File: src/rtl/host_ctrl_timing_unit.sv
// Host control/timing: delayed reset-done, gated host reset, cycle counter, small GPIO register.
// Latency: reset-done delayed chain_depth_p cycles; counter and GPIO registered (1 cycle); readback combinational.
// Backpressure: none; every input is sampled each cycle. Debug prints under HOST_CTRL_TIMING_DEBUG_EN.
module host_ctrl_timing_unit #(
    parameter int                      ctr_width_p       = 64,
    parameter int                      chain_depth_p     = 3,
    parameter int                      gpio_width_p      = 2,
    parameter logic [gpio_width_p-1:0] gpio_init_p       = '0,
    parameter logic [gpio_width_p-1:0] gpio_use_output_p = '1
) (
    input  logic                    clk_i,
    input  logic                    reset_i,
    input  logic                    reset_done_i,
    output logic                    reset_done_r_o,
    output logic                    host_reset_o,
    input  logic                    ctr_clear_i,
    output logic [ctr_width_p-1:0]  ctr_r_o,
    input  logic                    gpio_w_v_i,
    input  logic [gpio_width_p-1:0] gpio_w_data_i,
    input  logic [gpio_width_p-1:0] gpio_w_mask_i,
    input  logic [gpio_width_p-1:0] gpio_i,
    output logic [gpio_width_p-1:0] gpio_o,
    output logic [gpio_width_p-1:0] gpio_r_o
);

    generate
        if (chain_depth_p == 0) begin : g_pass
            assign reset_done_r_o = reset_done_i;
        end else begin : g_chain
            logic [chain_depth_p-1:0] chain_q;
            logic [chain_depth_p-1:0] chain_d;

            always_comb begin
                chain_d    = chain_q;
                chain_d[0] = reset_done_i;
                for (int i = 1; i < chain_depth_p; i++) begin
                    chain_d[i] = chain_q[i-1];
                end
            end

            always_ff @(posedge clk_i) begin
                if (reset_i) begin
                    chain_q <= '0;
                end else begin
                    chain_q <= chain_d;
                end
            end

            assign reset_done_r_o = chain_q[chain_depth_p-1];
        end
    endgenerate

    assign host_reset_o = reset_i | ~reset_done_r_o;

    logic [ctr_width_p-1:0] ctr_q;
    logic [ctr_width_p-1:0] ctr_d;

    always_comb begin
        ctr_d = ctr_q + 1'b1;
        if (ctr_clear_i) begin
            ctr_d = '0;
        end
    end

    always_ff @(posedge clk_i) begin
        if (reset_i) begin
            ctr_q <= '0;
        end else begin
            ctr_q <= ctr_d;
        end
    end

    assign ctr_r_o = ctr_q;

    // Input-select bits are forced to 0 so they never hold host-written state.
    logic [gpio_width_p-1:0] gpio_q;
    logic [gpio_width_p-1:0] gpio_d;

    always_comb begin
        gpio_d = gpio_q;
        if (gpio_w_v_i) begin
            gpio_d = (gpio_q & ~gpio_w_mask_i) | (gpio_w_data_i & gpio_w_mask_i);
        end
        gpio_d = gpio_d & gpio_use_output_p;
    end

    always_ff @(posedge clk_i) begin
        if (reset_i) begin
            gpio_q <= gpio_init_p & gpio_use_output_p;
        end else begin
            gpio_q <= gpio_d;
        end
    end

    assign gpio_o   = gpio_q;
    assign gpio_r_o = (gpio_q & gpio_use_output_p) | (gpio_i & ~gpio_use_output_p);

`ifdef HOST_CTRL_TIMING_DEBUG_EN
    logic done_seen_q;
    logic [gpio_width_p-1:0] gpio_next;

    assign gpio_next = reset_i ? (gpio_init_p & gpio_use_output_p) : gpio_d;

    always_ff @(posedge clk_i) begin
        if (reset_i) begin
            done_seen_q <= 1'b0;
        end else if (reset_done_r_o && !done_seen_q) begin
            done_seen_q <= 1'b1;
            $display("host_ctrl_timing_unit: reset_done_r rose at ctr=%0d", ctr_q);
        end
        if (gpio_next != gpio_q) begin
            $display("host_ctrl_timing_unit: gpio ctr=%0d old=%b new=%b", ctr_q, gpio_q, gpio_next);
        end
    end
`endif

endmodule

File: config.mk
export PLATFORM = sky130hd
export DESIGN_NAME = host_ctrl_timing_unit
export DESIGN_NICKNAME = d
export VERILOG_FILES = /design/src/rtl/host_ctrl_timing_unit.sv
export SDC_FILE = /design/constraint.sdc
export NUM_CORES = 1
export LEC_CHECK = 0
export ABC_AREA = 1
export CORE_MARGIN = 1
export CORE_UTILIZATION = 37
export DETAILED_ROUTE_END_ITERATION = 6
export GPL_TIMING_DRIVEN = 0
export SETUP_SLACK_MARGIN = 0.2
export SYNTH_ARGS = -nofsm -noshare
export SYNTH_HDL_FRONTEND = slang
export SYNTH_SLANG_ARGS = --single-unit
File: constraint.sdc
create_clock -name clk_i -period 2.7 [get_ports clk_i]
set_clock_uncertainty 0.05 [all_clocks]
set_input_delay 0.27 -clock clk_i [delete_from_list [all_inputs] [get_ports clk_i]]
set_output_delay 0.27 -clock clk_i [all_outputs]
set_load 0.02 [all_outputs]
=== Yosys cells after proc, flatten, opt, wreduce, memory -nomap -nowiden ===
Index checks and enable logic that the tools add are counted.

* Word-level logic and storage cells: 11
* Flip-flop bits (word level): 69

* Reductions and logical operators: 1
* Bitwise logic cells: 6
* $add $sub $neg: 1

{| class="wikitable"
|+ Operators with widths
! operator !! count
|-
| $add 64x1->64 const B || 1
|-
| $and 2x2->2 || 2
|-
| $not 2->2 || 1
|-
| $or 2x2->2 || 1
|-
| $reduce_or 2->1 || 1
|-
| $not 1->1 || 1
|-
| $or 1x1->1 || 1
|}

=== Depth between registers and ports, before layout ===
Gate-level depths: netlist of the first run.

* Depth after elaboration: 3
* Mapped depth: 10
* Mapped depth without buffers: 10

=== Worst setup path before layout of the first run ===
OpenSTA, ideal clock, no wires.

* Path type: register -> register
* From: register ctr_q[0] (netlist: ctr_r_o[0])
* To: register ctr_q[56] (netlist: ctr_r_o[56])
* Arrival time: 1558 ps
* Buffers on the path: 0
* Slack: 979 ps
* Stages on the path, launching flop included: 11
* Setup time: 113 ps
* Period minus slack after synthesis: 1721 ps
* Path through: dfxtp_1 > ha_1 > nand2_2 > nor2_8 > nand2_4 > nor2_8 > nand2_2 > nor2_2 > nand2_1 > nand2_1 > nor2_1

* Longest elaborated chain between the ends: 1

{| class="wikitable"
|+ RTL lines
! item !! line !! source
|-
| from (decl) || 55 || <nowiki>logic [ctr_width_p-1:0] ctr_q;</nowiki>
|-
| from (signal assigned) || 69 || <nowiki>ctr_q <= ctr_d;</nowiki>
|-
| $add 64x1->64 || 59 || <nowiki>ctr_d = ctr_q + 1'b1;</nowiki>
|}

Every way passes these cells.
A chain may end at the register's enable or synchronous reset.

=== Worst setup path in the final report of the first run ===
* From: register ctr_q[29] (netlist: ctr_r_o[29])
* To: register ctr_q[58] (netlist: ctr_r_o[58])

Same word-level chain as after synthesis.

==> results of run 1 <==
## routing by layer
layer	up-vias	global-route usage	wire (um)
li1	2233	-	-
met1	1948	0.336	6420
met2	112	0.398	5870
met3	16	0.0340	662
met4	0	0.0881	240
met5	-	0	0
## area by class of cell
| type | instances | area share |
|---|---|---|
| buffer | 8 | 0.00714 |
| clock buffer | 12 | 0.0295 |
| multi-input combinational | 520 | 0.456 |
| inverter | 71 | 0.0507 |
| sequential | 69 | 0.263 |
| clock inverter | 4 | 0.0133 |
| timing repair buffer | 78 | 0.149 |
| tap | 136 | 0.0324 |
## power groups by stage
| stage | Sequential, mW | Clock [mW] | Combinational [mW] |
|---|---|---|---|
| final | 1.02 | 1.00 | 0.0752 |
| after global routing | 1.03 | 1.04 | 0.0838 |
| after CTS | 1.02 | 1.00 | 0.0762 |
| after detailed placement | 1.05 | 0 | 0.0760 |
| after global placement | 1.05 | 0 | 0.0744 |
| after floorplan | 1.05 | 0 | 0.0353 |
## worst min path at each step
stage | from | endpoint | slack (ns) | depth (start not counted)
detailed placement | g_chain.chain_q[0] | g_chain.chain_q[1] | 0.37 | 2
finish | g_chain.chain_q[0] | g_chain.chain_q[1] | 0.38 | 2
floorplan | reset_i | flip-flop | 0.29 | 1
CTS | reset_done_i | g_chain.chain_q[0] | 0.38 | 3
global placement | g_chain.chain_q[0] | g_chain.chain_q[1] | 0.35 | 2
global route | g_chain.chain_q[1] | g_chain.chain_q[2] | 0.39 | 2
## worst max-delay path: stages (launching register included)
cell and delay, ns:
dfxtp_1 0.46, nand2_1 0.17, nor2_1 0.21, nand2_1 0.07, nor2_1 0.45, nand2_1 0.11, nor2_1 0.14, nand2_1 0.06
nand2_1 0.06, nor2_1 0.04
## registers in the layout, indices dropped and copies added, names as in the netlist, named ones only
register / count
g_chain.chain_q: 3
ctr_r_o: 64
## Yosys cell counts (all sizes together)
master  instances
nand2         222
nor2          194
inv            71
dfxtp          69
nand3          27
a21oi          26
nand4          14
o21ai          11
xor2            9
clkbuf          6
o21bai          6
o21a            5
buf             2
nor3            2
ha              1
nand3b          1
nor2b           1
xnor2           1
## metrics by stage
stage                     power [mW]  worst slack [ns]  utilization  cell area [sq um]  hold WS (ns)
final                           2.10             0.772        0.500               5260         0.375
after floorplan                 1.09             0.979            -               4080         0.289
after global placement          1.12             0.504        0.479               5030         0.349
after global routing            2.15             0.625        0.500               5260         0.392
after detailed placement        1.12             0.499        0.479               5030         0.367
after CTS                       2.10             0.776        0.500               5260         0.376
## cells by family after synthesis
logic type,synth area share
flops,0.339
simple gates,0.495
xor+xnor,0.0215
compound gates,0.0675
buf+inv,0.0745
fa+ha+maj,0.00307
==> results_dict.tcl, run 1 <==
set metrics [dict create \
    critPathLaunch "ctr_r_o[29]" \
    syn_inst 668 \
    initial_utilization 0.388 \
    antenna_found_initial 0 \
    dpl.hpwl_um 10600 \
    htree_levels 3 \
    root_buffer "clkbuf_8" \
    fp.dieW_um 107 \
    syn_to_final_growth_pct 28.8 \
    critPathArrivalTime_ns 2.14 \
    setup_tns_ns 0 \
    insertion_delay_ns 0.37 \
    ir_drop_uv 170 \
    crit_type "flip-flop to flip-flop" \
    dr.pass1.iters 5 \
    p_switching_uw 478 \
    final_common_cell "nand2_1" \
    p_sw_frac 0.228 \
    yosysTopAreaCell "dfxtp_1" \
    cts.path.max_buffers 2 \
    grt_pass1_vias 4183 \
    cap_violations 0 \
    yosys_warnings 0 \
    netlist_area_sq_um 4080 \
    rows 37 \
    vias_per_cell 4.80 \
    fmax_ghz 0.519 \
    synthTopCellsByArea "dfxtp_1 34%, nand2_1 19%, nor2_1 15%" \
    finalWirelength_um 13200 \
    gp_congestion 0.957 \
    synthesis.nets 680 \
    grt.total_usage 0.247 \
    min_period_ns 1.93 \
    reg2reg_to "ctr_r_o[58]" \
    die_h_um 107 \
    ff2ff_path_depth 9 \
    die-area_sq_um 11500 \
    worst-path-max-fanout 5 \
    grt_setup_unrepaired "false" \
    cts_inserted_buffers 9 \
    multi_input_area_sq_um 2390 \
    hold_viol 0 \
    yosysSeqAreaShare 0.339 \
    yosysTopAreaCellShare 0.339 \
    endpoint_kind "flip-flop" \
    power_leakage_nw 1.93 \
    final_nets 769 \
    place_inst 882 \
    path_clk_slew_ns 0.08 \
    antenna_left 0 \
    cts_tree "yes" \
    r2r_start "ctr_r_o[29]" \
    fillers 1128 \
    num_vias 4309 \
    wire_per_inst_um 14.7 \
    grt_pass1_wl_um 21600 \
    hold_class "flip-flop to flip-flop" \
    dr.first_iter.drc_count 250 \
    endpoint "ctr_r_o[58]" \
    n_antenna_cell 0 \
    route.detailed.drc 0 \
    syn_area_per_cell_sq_um 6.11 \
    finalSetupViolations 0 \
    intPower_mw 1.62 \
    worst_slew_pin_slew_ns 0.656 \
    synth_cell_types 26 \
    post_cts_buffers 0 \
    startpoint_type "flip-flop" \
    status "complete, no violations" \
    holdBufCountCts 0 \
    p_seq_frac 0.488 \
    synth_seq_cells 69 \
    final_layout_size_suffix_gt1_frac 0.0853 \
    grt-ovfl-total 0 \
    period_share 0.714 \
    drv_slew 0 \
    core_area_sq_um 10500 \
    clock_sinks 69 \
    regArea_sq_um 1380 \
    r2r_setup_slack_ns 0.77 \
    share_comb_of_total_power 0.036 \
    powerDensity_nw_per_um2 399 \
    required_ns 2.91 \
    grt_max_degree 12 \
    most-common-layout-cells "208 x nand2_1, 166 x nor2_1, 78 x clkdlybuf4s50_1" \
    portBuffers 78 \
    ios 81 \
    max-slew-margin-rel 0.563 \
    cts_resized 0 \
    layout.cells.non_filler 898 \
    power_frac_clock 0.476 \
]
Power figures use the tool's default switching activity.
==> inputs of run 2 (changes only) <==
==> constraint.sdc (replaced) <==
create_clock -name clk_i -period 1.6 [get_ports clk_i]
set_clock_uncertainty 0.05 [all_clocks]
set_input_delay 0.16 -clock clk_i [delete_from_list [all_inputs] [get_ports clk_i]]
set_output_delay 0.16 -clock clk_i [all_outputs]
set_load 0.02 [all_outputs]
==> run 2 against run 1 <==
  * The run now ends with setup timing left
  * First-iteration DRC count down 1.2%
  * Sequential share of layout area down 2.9 points
  * Total power up 61%
  * Register-to-register slack worse by 0.80 ns
  * Via count up 12%
  * Design area up 28%
  * Wire length up 15%
  * Worst setup slack worse by 0.80 ns
  * Worst hold slack worse by 0.14 ns
  * Sequential power up 62%
  * Count of clock-buffer cells in the layout down 3
  * Final cell count up 6.3%
==> results_dict.tcl, run 2 (synthesized netlist as in run 1, its figures left out) <==
set metrics [dict create \
    finalSetupViolations 3 \
    largest_reg_flops 64 \
    ir_drop_uv 303 \
    die_h_um 107 \
    cts_inserted_buffers 9 \
    max-slew-margin-rel 0.630 \
    dr.pass1.iters 5 \
    final_common_cell "nand2_1" \
    htree_levels 3 \
    grt.total_usage 0.256 \
    dr.first_iter.drc_count 247 \
    powerDensity_nw_per_um2 503 \
    crit_type "flip-flop to flip-flop" \
    hold_viol 0 \
    drv_slew 0 \
    crit_family "simple AND/OR/NAND/NOR gates" \
    startpoint_type "flip-flop" \
    syn_to_final_growth_pct 64.7 \
    most-common-layout-cells "150 x nand2_1, 101 x nor2_1, 65 x dlygate4sd2_1" \
    period_share 1.02 \
    dpl.hpwl_um 10700 \
    cts_tree "yes" \
    insertion_delay_ns 0.35 \
    critPathArrivalTime_ns 1.83 \
    required_ns 1.80 \
    cts.path.max_buffers 2 \
    grt_setup_unrepaired "true" \
    hold_class "primary input to flip-flop" \
    grt_max_degree 13 \
    n_antenna_cell 0 \
    path_clk_slew_ns 0.08 \
    worst-path-buf-inv 0 \
    layout.cells.non_filler 955 \
    timing.final.ws_setup_ns -0.0323 \
    grt_pass1_wl_um 22500 \
    worst_slew_pin_slew_ns 0.555 \
    setup_tns_ns -0.0590 \
    portBuffers 78 \
    fp.dieW_um 107 \
    antenna_found_initial 0 \
    final_layout_size_suffix_gt1_frac 0.416 \
    clock_sinks 69 \
    status "finished with violations" \
    route.detailed.drc 0 \
    initial_utilization 0.388 \
    rows 37 \
    antenna_left 0 \
    slowest_stage "dfxtp_4" \
    fmax_ghz 0.613 \
    finalWirelength_um 15200 \
    root_buffer "clkbuf_8" \
    worst-path-max-fanout 5 \
    gp_congestion 0.926 \
    violations "setup timing" \
    grt-ovfl-total 0 \
    power_leakage_nw 2.97 \
    num_vias 4813 \
    endpoint_kind "flip-flop" \
    wire_per_inst_um 15.9 \
    ios 81 \
    crit_top_cell "nand2_1" \
    final_nets 826 \
    die-area_sq_um 11500 \
    place_inst 882 \
    core_area_sq_um 10500 \
    cap_violations 0 \
    path_cells "nand2_1 > nor2_4 > nand2_1 > nor2_4 > nand2_2 > nor2_4 > nand2_1 > nand2_1 > nor2_1" \
    grt_pass1_vias 4501 \
    min_period_ns 1.63 \
    holdBufCountCts 0 \
    vias_per_cell 5.04 \
    critical-path-max-stage-delay_ns 0.41 \
    hold_ws_ns 0.233 \
]
run 2: cell type report:
type                    count  area (sq um)
flip-flops and latches     69          1570
inverters                  71           274
well taps                 136           170
multi-input cells         520          3250
fillers                   931          3790
clock inverters             7          90.1
repair buffers            135          1190
plain buffers               8          43.8
clock buffers               9           124
run 2: through the flow:
step           instance area (sq um)  setup WS (ns)  total power [mW]  utilization
6_report                        6720        -0.0323              3.38        0.639
5_1_grt                         6720         -0.131              3.50        0.639
4_1_cts                         6060        0.00355              3.42        0.577
3_5_place_dp                    5150         -0.465              1.88        0.490
3_3_place_gp                    5150         -0.456              1.88        0.490
2_1_floorplan                   4200         0.0975              1.82            -
run 2: routing by layer:
metal,vias to the layer above,part of all wire,track usage
met5,-,0,0
met4,0,0.023,0.0822
met3,29,0.055,0.0456
met2,164,0.49,0.430
met1,2268,0.43,0.331
li1,2352,-,-
run 2: worst reg2reg max path, stage by stage (launching register included):
cell	delay, ns
dfxtp_4	0.41
nand2_1	0.16
nor2_4	0.19
nand2_1	0.14
nor2_4	0.18
nand2_2	0.11
nor2_4	0.12
nand2_1	0.06
nand2_1	0.06
nor2_1	0.05
run 2: where the power goes:
part	internal [mW]	switching (mW)
sequential	1.64	0.00638
clock	0.870	0.728
combinational	0.0523	0.0801
total	2.56	0.814
run 2: repair_timing:
item                       in CTS  in global routing
pin swaps                      37                 61
resized for setup             251                139
setup buffers                  29                 28
gates cloned                    0                  0
setup endpoints to repair     130                 61
run 2: path summary, 6_finish.rpt:
| check | startpoint | end | slack, ns | depth (start not counted) |
|---|---|---|---|---|
| setup / recovery | ctr_r_o[18] | ctr_r_o[60] | -0.03 | 9 |
| hold / removal | reset_i | flip-flop | 0.23 | 2 |
| setup reg to reg | ctr_r_o[18] | ctr_r_o[60] | -0.03 | 9 |
| hold reg to reg | g_chain.chain_q[0] | g_chain.chain_q[1] | 0.35 | 2 |
==> inputs of run 3 (changes only) <==
--- a/config.mk
+++ b/config.mk
@@ -7,7 +7,7 @@
 export LEC_CHECK = 0
 export ABC_AREA = 1
 export CORE_MARGIN = 1
-export CORE_UTILIZATION = 37
+export CORE_UTILIZATION = 38
 export DETAILED_ROUTE_END_ITERATION = 6
 export GPL_TIMING_DRIVEN = 0
 export SETUP_SLACK_MARGIN = 0.2
==> run 3 against run 2 <==
  * Die area down 2.6%
  * Sequential cell count unchanged
  * The flow now finishes without violations
  * Global-route usage rose by 0.51 points
  * Sequential share of layout area fell by 0.66 points
==> results_dict.tcl, run 3 (synthesized netlist as in run 1, its figures left out) <==
set metrics [dict create \
    status "complete, no violations" \
    final_layout_size_suffix_gt1_frac 0.433 \
    critical-path-max-stage-delay_ns 0.37 \
    grt_setup_unrepaired "true" \
    initial_utilization 0.393 \
    grt_pass1_wl_um 22300 \
    grt.total_usage 0.261 \
    hold_viol 0 \
    dpl.hpwl_um 10500 \
    root_buffer "clkbuf_8" \
    portBuffers 78 \
    die-area_sq_um 11200 \
    whs_path_depth 2 \
    drv_slew 0 \
    dr.pass1.iters 4 \
    cap_violations 0 \
    startpoint_type "flip-flop" \
    core_area_sq_um 10400 \
    grt_max_degree 13 \
    wl_met1_um 6550 \
    most-common-layout-cells "146 x nand2_1, 103 x nor2_1, 66 x dlygate4sd2_1" \
    insertion_delay_ns 0.36 \
    powerDensity_nw_per_um2 500 \
    grt-ovfl-total 0 \
    setup_tns_ns 0 \
    cts_tree "yes" \
    final_nets 838 \
    finalSetupViolations 0 \
    ff2ff_path_depth 9 \
    fmax_ghz 0.639 \
    met2_length_um 7280 \
    r2r_setup_slack_ns 0.04 \
    endpoint_kind "flip-flop" \
    dr.first_iter.drc_count 207 \
    layout.cells.non_filler 967 \
    min_period_ns 1.56 \
    worst_slew_pin_slew_ns 0.659 \
    antenna_left 0 \
    worst-path-max-fanout 4 \
    critPathLaunch "ctr_r_o[1]" \
    power.total_mw 3.44 \
    ios 81 \
    finalWirelength_um 14900 \
    top_layer_used "met4" \
    post-route-util 0.663 \
    wl_met3_um 703 \
    r2r_start "ctr_r_o[1]" \
    fp.dieW_um 106 \
    cts.path.max_buffers 2 \
    min_from "reset_i" \
    largest_reg_flops 64 \
    place_inst 882 \
    path_cells "ha_4 > nand2_4 > nor2_8 > nand2_2 > nor2_4 > nand3_2 > o21bai_1 > inv_1 > nor2_1" \
    period_share 0.978 \
    gp_congestion 0.919 \
    hold_class "primary input to flip-flop" \
    power_leakage_nw 3.08 \
    final_common_cell "nand2_1" \
    required_ns 1.84 \
    clock_sinks 69 \
    route.detailed.drc 0 \
    path_clk_slew_ns 0.08 \
    crit_type "flip-flop to flip-flop" \
    critPathArrivalTime_ns 1.80 \
    rows 37 \
    n_antenna_cell 0 \
    num_vias 4747 \
    die_h_um 106 \
    ir_drop_uv 317 \
    htree_levels 3 \
    grt_pass1_vias 4481 \
    wire_per_inst_um 15.4 \
    antenna_found_initial 0 \
    slowest_stage "dfxtp_4" \
    cts_inserted_buffers 9 \
    reg2reg_to "ctr_r_o[46]" \
    syn_to_final_growth_pct 68.5 \
    max-slew-margin-rel 0.561 \
    vias_per_cell 4.91 \
]
==> run 3: cell count changes in the layout (fill, tap and decap cells not counted), moves of 4 or more <==
| cell | before | now |
|---|---|---|
| buf_4 | 43 | 48 |
| buf_6 | 17 | 23 |
| nor2_2 | 33 | 27 |
| nand2_1 | 150 | 146 |
| nor2_4 | 57 | 61 |
| dfxtp_2 | 7 | 12 |
| dfxtp_4 | 49 | 45 |
| nand2_2 | 45 | 49 |
==> run 3: how the worst max path moves through the flow <==
stage             endpoint  slack (ns)
2_1_floorplan  ctr_r_o[60]         0.1
3_5_place_dp   ctr_r_o[35]       -0.48
5_1_grt        ctr_r_o[46]       -0.05
4_1_cts        ctr_r_o[36]       0.009
6_report       ctr_r_o[46]        0.04
3_3_place_gp   ctr_r_o[36]       -0.47
==> run 3: final cells by class <==
cell class / count / area (sq um)
Buffer: 8 / 42.5
Clock buffer: 10 / 138
Clock inverter: 6 / 86.3
Fill cell: 882 / 3500
Inverter: 71 / 269
Multi-Input combinational cell: 520 / 3300
Sequential cell: 69 / 1570
Tap cell: 136 / 170
Timing Repair Buffer: 147 / 1310
==> run 3: per-stage QoR <==
stage                     instance area, sq um  setup slack, ns  hold slack [ns]
after floorplan                           4200           0.0975            0.179
after global placement                    5150           -0.466            0.349
after detailed placement                  5150           -0.482            0.349
after CTS                                 6260          0.00887            0.219
after global routing                      6870          -0.0492            0.258
final                                     6870           0.0360            0.218
==> run 3: power breakdown <==
part / internal, mW / switching [mW] / total [mW]
Sequential: 1.65 / 0.00582 / 1.65
Combinational: 0.0605 / 0.0856 / 0.146
Clock: 0.917 / 0.723 / 1.64
Total: 2.63 / 0.814 / 3.44
==> run 3: repair_timing <==
item | CTS | global route
hold buffers | 0 | 0
setup buffers | 43 | 26
gates resized for setup | 270 | 132
endpoints found under the setup margin | 130 | 63
endpoints found under the hold margin | 0 | 0
pin swaps | 58 | 71
==> run 3: critical path, delay by kind of cell, from the launching register on <==
kind,cells,cell delay (ns)
buf+inv,1,0.05
compound gates,1,0.15
fa+ha+maj,1,0.15
simple gates,6,0.73
flops,1,0.37
==> run 3: metal layers <==
metal	up-vias	global-route usage
met4	0	0.115
li1	2387	-
met3	26	0.0291
met1	2207	0.330
met5	-	0
met2	127	0.449
